File: config.mk
export PLATFORM = sky130hd
export DESIGN_NAME = fetch_unit
export DESIGN_NICKNAME = d
export VERILOG_FILES = /design/src/rtl/fetch_unit.sv
export SDC_FILE = /design/constraint.sdc
export NUM_CORES = 1
export LEC_CHECK = 0
export CAP_MARGIN = 25
export CORE_AREA = 5 5 179 147
export CTS_CLUSTER_SIZE = 30
export DETAILED_ROUTE_END_ITERATION = 7
export DIE_AREA = 0 0 184 152
export HOLD_SLACK_MARGIN = 0.06
export PLACE_DENSITY = 0.84
export SYNTH_ARGS = -nofsm -noshare
export SYNTH_HDL_FRONTEND = slang
export SYNTH_SLANG_ARGS = --single-unit
File: constraint.sdc
create_clock -name clk -period 6.4 [get_ports clk]
set_input_delay 0.96 -clock clk [delete_from_list [all_inputs] [get_ports clk]]
set_output_delay 0.96 -clock clk [all_outputs]
set_load 0.01 [all_outputs]
File: src/rtl/fetch_unit.sv
// fetch_unit: in-order RISC-V fetch stage; credit-limited imem requests feed a small {addr,word} FIFO toward decode.
// Optional macro FETCH_MISALIGN_CHECK_EN: a misaligned redirect halts fetch and raises sticky fetch_misaligned.
module fetch_unit #(
  parameter logic [31:0] RESET_ADDR = 32'h0000_0000,
  parameter int          FIFO_DEPTH = 4
) (
  input  logic        clk,
  input  logic        rst,
  output logic        imem_req_valid,
  input  logic        imem_req_ready,
  output logic [31:0] imem_req_addr,
  input  logic        imem_resp_valid,
  input  logic [31:0] imem_resp_data,
  input  logic        redirect_valid,
  input  logic [31:0] redirect_addr,
  output logic        inst_valid,
  input  logic        inst_ready,
  output logic [31:0] inst,
  output logic [31:0] inst_addr,
  output logic        fetch_misaligned
);
  localparam int AW = $clog2(FIFO_DEPTH);
  localparam int CW = AW + 1;

  typedef struct packed {
    logic [31:0] addr;
    logic [31:0] word;
  } entry_t;

  entry_t [FIFO_DEPTH-1:0] fifo_q;
  logic [AW-1:0] wr_ptr, rd_ptr;
  logic [CW-1:0] count, outstanding, drop_cnt, outstanding_nxt;
  logic [CW:0]   credit_used;
  logic [31:0]   pc, resp_pc, redir_tgt;
  logic          halted, redir_bad;
  logic          req_fire, resp_fire, push, pop;

`ifdef FETCH_MISALIGN_CHECK_EN
  assign redir_tgt        = redirect_addr;
  assign redir_bad        = (redirect_addr[1:0] != 2'b00);
  assign fetch_misaligned = halted;
`else
  logic unused_lo;
  assign unused_lo        = ^redirect_addr[1:0];
  assign redir_tgt        = {redirect_addr[31:2], 2'b00};
  assign redir_bad        = 1'b0;
  assign fetch_misaligned = 1'b0;
`endif

  // Every accepted request owns a FIFO slot, so responses can never be refused.
  assign credit_used    = {1'b0, count} + {1'b0, outstanding};
  assign imem_req_valid = !rst && !halted && (credit_used < (CW+1)'(FIFO_DEPTH));
  assign imem_req_addr  = pc;

  assign req_fire  = imem_req_valid & imem_req_ready;
  assign resp_fire = imem_resp_valid;
  assign push      = resp_fire && (drop_cnt == '0);
  assign pop       = inst_valid & inst_ready;

  assign outstanding_nxt = outstanding + CW'(req_fire) - CW'(resp_fire);

  assign inst_valid = (count != '0);
  assign inst       = fifo_q[rd_ptr].word;
  assign inst_addr  = fifo_q[rd_ptr].addr;

  always_ff @(posedge clk) begin
    if (rst) begin
      pc          <= RESET_ADDR;
      resp_pc     <= RESET_ADDR;
      count       <= '0;
      outstanding <= '0;
      drop_cnt    <= '0;
      halted      <= 1'b0;
      wr_ptr      <= '0;
      rd_ptr      <= '0;
      fifo_q      <= '0;
    end else begin
      outstanding <= outstanding_nxt;
      if (redirect_valid) begin
        // Everything still in flight, including this cycle's accept/response, is stale.
        pc       <= redir_tgt;
        resp_pc  <= redir_tgt;
        count    <= '0;
        wr_ptr   <= '0;
        rd_ptr   <= '0;
        drop_cnt <= outstanding_nxt;
        halted   <= redir_bad;
      end else begin
        if (req_fire) pc <= pc + 32'd4;
        if (push) begin
          fifo_q[wr_ptr] <= '{addr: resp_pc, word: imem_resp_data};
          wr_ptr         <= wr_ptr + AW'(1);
          resp_pc        <= resp_pc + 32'd4;
        end
        if (resp_fire && drop_cnt != '0) drop_cnt <= drop_cnt - CW'(1);
        if (pop) rd_ptr <= rd_ptr + AW'(1);
        count <= count + CW'(push) - CW'(pop);
      end
    end
  end
endmodule

---- Word level (Yosys, flattened, before mapping) ----
Index checks and enable logic that the tools add are counted.
operators by class
  add/sub/neg operators ................... 10
  multiplexer cells ....................... 11
  order comparisons ....................... 4
  bitwise operators ....................... 3
  reduce and logical (&&, ||, !) cells .... 13
operator list
  operator                 count
  $bwmux W256              1
  $bmux W64 S2             1
  $demux W64 S2            1
  $mux W32                 4
  $mux W64                 2
  $add A32 B3 Y32 const B  2
  $add A3 B1 Y3            2
  $lt A2 B3 Y1 const B     2
  $mux W3                  2
  $reduce_bool A2 Y1       3
  $reduce_bool A3 Y1       2
  $sub A3 B1 Y3            2
  $add A2 B1 Y2 const B    2
  $add A3 B3 Y4            1
  $logic_and A1 B1 Y1      4
  $lt A4 B3 Y1 const B     1
  $logic_not A3 Y1         1
  $sub A3 B1 Y3 const B    1
  $and A1 B1 Y1            2
  $ge A2 B1 Y1 const B     1
  $reduce_and A2 Y1        1
  $reduce_or A2 Y1         1
  $logic_not A1 Y1         1
  $not A1 Y1               1
word-level totals
  register bits ........................... 333
  input port bits ......................... 70

---- Depth between registers and ports, before layout ----
  depth after elaboration ................. 7
  depth in mapped cells ................... 13

---- Worst setup path before layout ----
Ideal clock, no wire load.
  kind .................................... input port to flip-flop
  start point ............................. input port rst
  end point ............................... register drop_cnt[2]
  stages .................................. 13
  slack ................................... 3.180 ns
  required time ........................... 6.278 ns
  data arrival time ....................... 3.098 ns
  library setup time ...................... 0.122 ns
  cell sequence ........................... buf_6 > nor4_4 > and3_1 > buf_6 > inv_4 > ha_1 > inv_1 > ha_1 > fa_1 > xnor2_1 > xnor2_1 > nor2_1 > o2bb2ai_1
on the way
  longest elaborated chain between the ends .. 6
ends and longest elaborated chain
  item                  line  text
  from (decl)           8     input logic rst,
  $logic_not A1 Y1      52    assign imem_req_valid = !rst && !halted && (credit_used < (CW+1)'(FIFO_DEPTH));
  $logic_and A1 B1 Y1   52
  $and A1 B1 Y1         55    assign req_fire = imem_req_valid & imem_req_ready;
  $add A3 B1 Y3         60    assign outstanding_nxt = outstanding + CW'(req_fire) - CW'(resp_fire);
  $sub A3 B1 Y3         60
  $mux W3               79    if (redirect_valid) begin
  to (signal assigned)  86    drop_cnt <= outstanding_nxt;
  to (signal assigned)  95    if (resp_fire && drop_cnt != '0) drop_cnt <= drop_cnt - CW'(1);
  to (decl)             32    logic [CW-1:0] count, outstanding, drop_cnt, outstanding_nxt;
Several ways; a longest one is shown, not always the timed one.
A chain may end at the register's enable or synchronous reset.

---- Worst setup path after layout ----
  start point ............................. register rd_ptr[1]
  end point ............................... output port inst_addr[21]
on the way
  longest elaborated chain between the ends .. 2
ends and longest elaborated chain
  item                            line  text
  from (decl)                     31    logic [AW-1:0] wr_ptr, rd_ptr;
  from (signal assigned)          96    if (pop) rd_ptr <= rd_ptr + AW'(1);
  $bmux W64 S2                    64    assign inst_addr = fifo_q[rd_ptr].addr;
  $mux W64 (not written as such)  64
  to (decl)                       19    output logic [31:0] inst_addr,
Every way passes these cells. The select of a mux whose other input is x is not followed.

==> metrics.md <==
| Metric | Value |
|---|---|
| Core Rows | 52 |
| Routed len/inst | 18.50 um |
| Total buffers and inverters traversed by the critical path | 2 |
| Cell total after placement | 2056 |
| DIE AREA | 0.02797 mm^2 |
| CTS Buf Count | 30 |
| Total of flip-flops plus latches after synthesis | 321 |
| DR pass1 iterations | 6 |
| Most frequently used flop master after synthesis | sky130_fd_sc_hd__dfxtp_1 |
| Category of the critical setup timing path | flip-flop to output pin |
| Cell types occupying the most area after synthesis | sky130_fd_sc_hd__dfxtp_1, sky130_fd_sc_hd__nand2_1, sky130_fd_sc_hd__mux4_2 |
| DRC Markers | 0 |
| Number of enable-type register cells in the synthesized netlist | 0 |
| Cell breakdown of the critical path | buf_4, mux4_2, clkdlybuf4s50_1 |
| Master cell of the clock root buffer | sky130_fd_sc_hd__clkbuf_16 |
| Top cell type's share of synthesized area | 44.85% |
| RSZ-0062 raised after global routing | no |
| Post-synthesis cell type with the largest combined area | sky130_fd_sc_hd__dfxtp_1 |
| I/O Pins | 169 |
| Area of the mapped netlist | 0.01433 mm^2 |
| Number of resized instances in the post-cts repair step | 0 |
| Number of max-cap violations | 0 |
| Overall Global Routing Usage | 26.74% |
| Levels on crit path | 3 |
| Final count of negative-setup-slack endpoints | 0 |
| Top delay family on crit path | buffers and inverters |
| Delay of the slowest critical-path stage | 870 ps |
| Kind of start point of the critical path | flip-flop |
| Number of diodes | 0 |
| Clock insertion delay at the later pin of the skew report | 560 ps |
| DR iter-0 viols | 1265 |
| Initial antenna violation count | 1 |
| Filler cell count | 1873 |
| Number of stages on the worst hold path | 2 |
| Initial cell density of the core | 58.26% |
| Power after layout | 4887 uW |
| Final critical delay including setup and external delays | 4109 ps |
| Final-layout setup total negative slack | 0 ps |
| Multi-input logic area | 0.007167 mm^2 |
| Y dimension of the die | 152 um |
| Endpoint arrival time on the critical path | 3150 ps |
| Worst IR Drop VDD | 0.2103 mV |
| Total overflow reported by the global router | 0 |
| Max Clock Freq | 243.4 MHz |
| Relative slew slack | 35.06% |
| Critical-path maximum fanout | 38 |
| Areal power density over the cells | 285.8 mW/mm^2 |
| Number of levels the H-tree was split into | 1 |
| Total half-perimeter wirelength after legalization and detailed placement | 23770 um |
| Hold-fix buffer count after cts | 0 |
| Yosys warnings | 0 |
| Result of the run | complete, no violations |
| Required time at the worst-slack endpoint | 5440 ps |
| Leakage power total | 0.005615 uW |
| Total vias in the final route | 12706 |
| DP Area | 0.01588 mm^2 |
| Kind of capture point of the worst setup path | output pin |
| Maximum number of pins on one net before global-route repair | 114 |
| Clock skew | 18.98 ps |
| First-pass GRT wire length | 63000 um |
| Bufs on Longest Clock Path | 3 |
| Sequential cell area fraction in the yosys report | 44.85% |
| Horizontal die dimension | 184 um |
| Final std cell area, no fill | 0.01710 mm^2 |
| Share of flip-flops with an asynchronous set or reset after synthesis | 0% |
| Worst R2R Path Depth | 12 |
| Cells after synthesis | 1701 |
| Hold crit path type | flip-flop to flip-flop |
| Unique cell type count in the Yosys netlist | 57 |
| Layout cells sized above 1 | 8.603% |
| WL final | 39110 um |
| Number of sinks on the clock net | 321 |
| Final net count | 1852 |
| Via/cell ratio | 6.010 |
| Core Area | 0.02459 mm^2 |
| Most common library cells after synthesis | sky130_fd_sc_hd__nand2_1, sky130_fd_sc_hd__dfxtp_1, sky130_fd_sc_hd__a21oi_1 |
| Tcrit/Tclk final | 64.20% |
| Dominant cell by count in the synthesized netlist | sky130_fd_sc_hd__nand2_1 |
| Master of the slowest instance on the critical path | sky130_fd_sc_hd__dfxtp_4 |
| Measured slew at the worst slew-check pin | 971.2 ps |
| Slew Viols, Final | 0 |
| Post-route ant nets | 0 |
| IO Port Bufs | 161 |
| Mean instance size in the synthesized netlist | 8.424 um^2 |
| Final std cells w/o fill | 2114 |
| Post-CTS Setup Repair Bufs | 0 |
| Global placement routability congestion | 0.8927 |
| Clock slew at reported path FFs | 60 ps |
| FF/Latch Area | 0.006431 mm^2 |
| Final Hold Vio Count | 0 |
| CTS tree | done |
| Signed area change from the synthesized netlist to the final layout | 19.34% |
| Vias in the first global route | 12321 |
## kinds of logic after synthesis
logic type,Yosys count,synth area share (%)
other,1,0.02617
XOR/XNOR,22,1.345
flip-flops,321,44.85
multiplexers,62,9.745
AND/OR/NAND/NOR,713,21.76
adder cells (fa/ha/maj),16,1.502
AO/OA/AOI/OAI,379,15.43
buffers and inverters,187,5.344
## layout make-up
class,instances,share of cell area [%]
clock buffers,38,4.924
clock inverters,18,2.034
inverters,37,0.8414
multi-input cells,1197,41.91
flip-flops and latches,321,37.61
well taps,324,2.371
repair buffers,179,10.31
## worst paths after layout
| check | start | endpoint | slack (ps) |
|---|---|---|---|
| min | fifo_q[64] | fifo_q[64] | 450 |
| max reg2reg | count[2] | drop_cnt[2] | 3140 |
| min reg2reg | fifo_q[64] | fifo_q[64] | 450 |
| max | rd_ptr[1] | inst_addr[21] | 2290 |
## per-layer routing
layer | wire length, um | GRT usage (%) | up-vias
met5 | 20 | 0 | -
met4 | 969 | 7.110 | 2
met3 | 2851 | 2.988 | 74
met2 | 19290 | 45.12 | 565
met1 | 15970 | 36.78 | 6082
li1 | - | - | 5983
## stage by stage
stage / hold slack (ps) / utilization [%] / setup WS, ps
finish: 449.2 / 69.53 / 2291
global route: 466.7 / 69.53 / 2094
CTS: 454.0 / 69.40 / 2202
detailed placement: 444.9 / 64.56 / 2316
global placement: 438.5 / 64.56 / 2377
floorplan: 433.1 / - / 3180
## power by group
| part | switching, uW | internal, uW | leakage (uW) |
|---|---|---|---|
| Sequential | 89.4 | 2070 | 0.00261 |
| Combinational | 330 | 278 | 0.00243 |
| Clock | 781 | 1330 | 0.000584 |
| Total | 1200 | 3690 | 0.00562 |
## worst register-to-register path, cell delays in order, from the launching register on
cell and delay [ps]:
sky130_fd_sc_hd__dfxtp_1 360, sky130_fd_sc_hd__ha_1 270, sky130_fd_sc_hd__nor4_4 420, sky130_fd_sc_hd__and3_1 540, sky130_fd_sc_hd__inv_4 110, sky130_fd_sc_hd__ha_1 310, sky130_fd_sc_hd__inv_1 40, sky130_fd_sc_hd__ha_1 180
sky130_fd_sc_hd__fa_1 380, sky130_fd_sc_hd__xnor2_1 200, sky130_fd_sc_hd__xnor2_1 140, sky130_fd_sc_hd__nor2_1 80, sky130_fd_sc_hd__o2bb2ai_1 120
## layout by cell type, fill, tap and decap left out, types with 9 or more instances in the layout
cell type and count:
sky130_fd_sc_hd__a21boi_0 13, sky130_fd_sc_hd__nor4_1 22, sky130_fd_sc_hd__o31ai_1 12, sky130_fd_sc_hd__clkdlybuf4s50_1 159, sky130_fd_sc_hd__nand2_1 532, sky130_fd_sc_hd__a31oi_1 9
sky130_fd_sc_hd__nor3_1 17, sky130_fd_sc_hd__nand4_1 22, sky130_fd_sc_hd__clkbuf_16 31, sky130_fd_sc_hd__a21oi_1 269, sky130_fd_sc_hd__o21bai_1 10, sky130_fd_sc_hd__a211oi_1 9
sky130_fd_sc_hd__o31a_1 21, sky130_fd_sc_hd__inv_1 34, sky130_fd_sc_hd__ha_1 14, sky130_fd_sc_hd__and4_1 10, sky130_fd_sc_hd__a311oi_1 10, sky130_fd_sc_hd__bufinv_16 10
sky130_fd_sc_hd__nand3_1 15, sky130_fd_sc_hd__mux4_2 62, sky130_fd_sc_hd__nor2_1 28, sky130_fd_sc_hd__and3_1 14, sky130_fd_sc_hd__xnor2_1 14, sky130_fd_sc_hd__dfxtp_1 319
sky130_fd_sc_hd__buf_4 16
## flip-flops by register name (all words and copies together) (netlist names)
signal / flops
rd_ptr: 2
count: 3
fifo_q: 248
wr_ptr: 2
drop_cnt: 3
outstanding: 3
imem_req_addr: 30
resp_pc: 30
No activity file was read; power rests on OpenSTA's default activity.
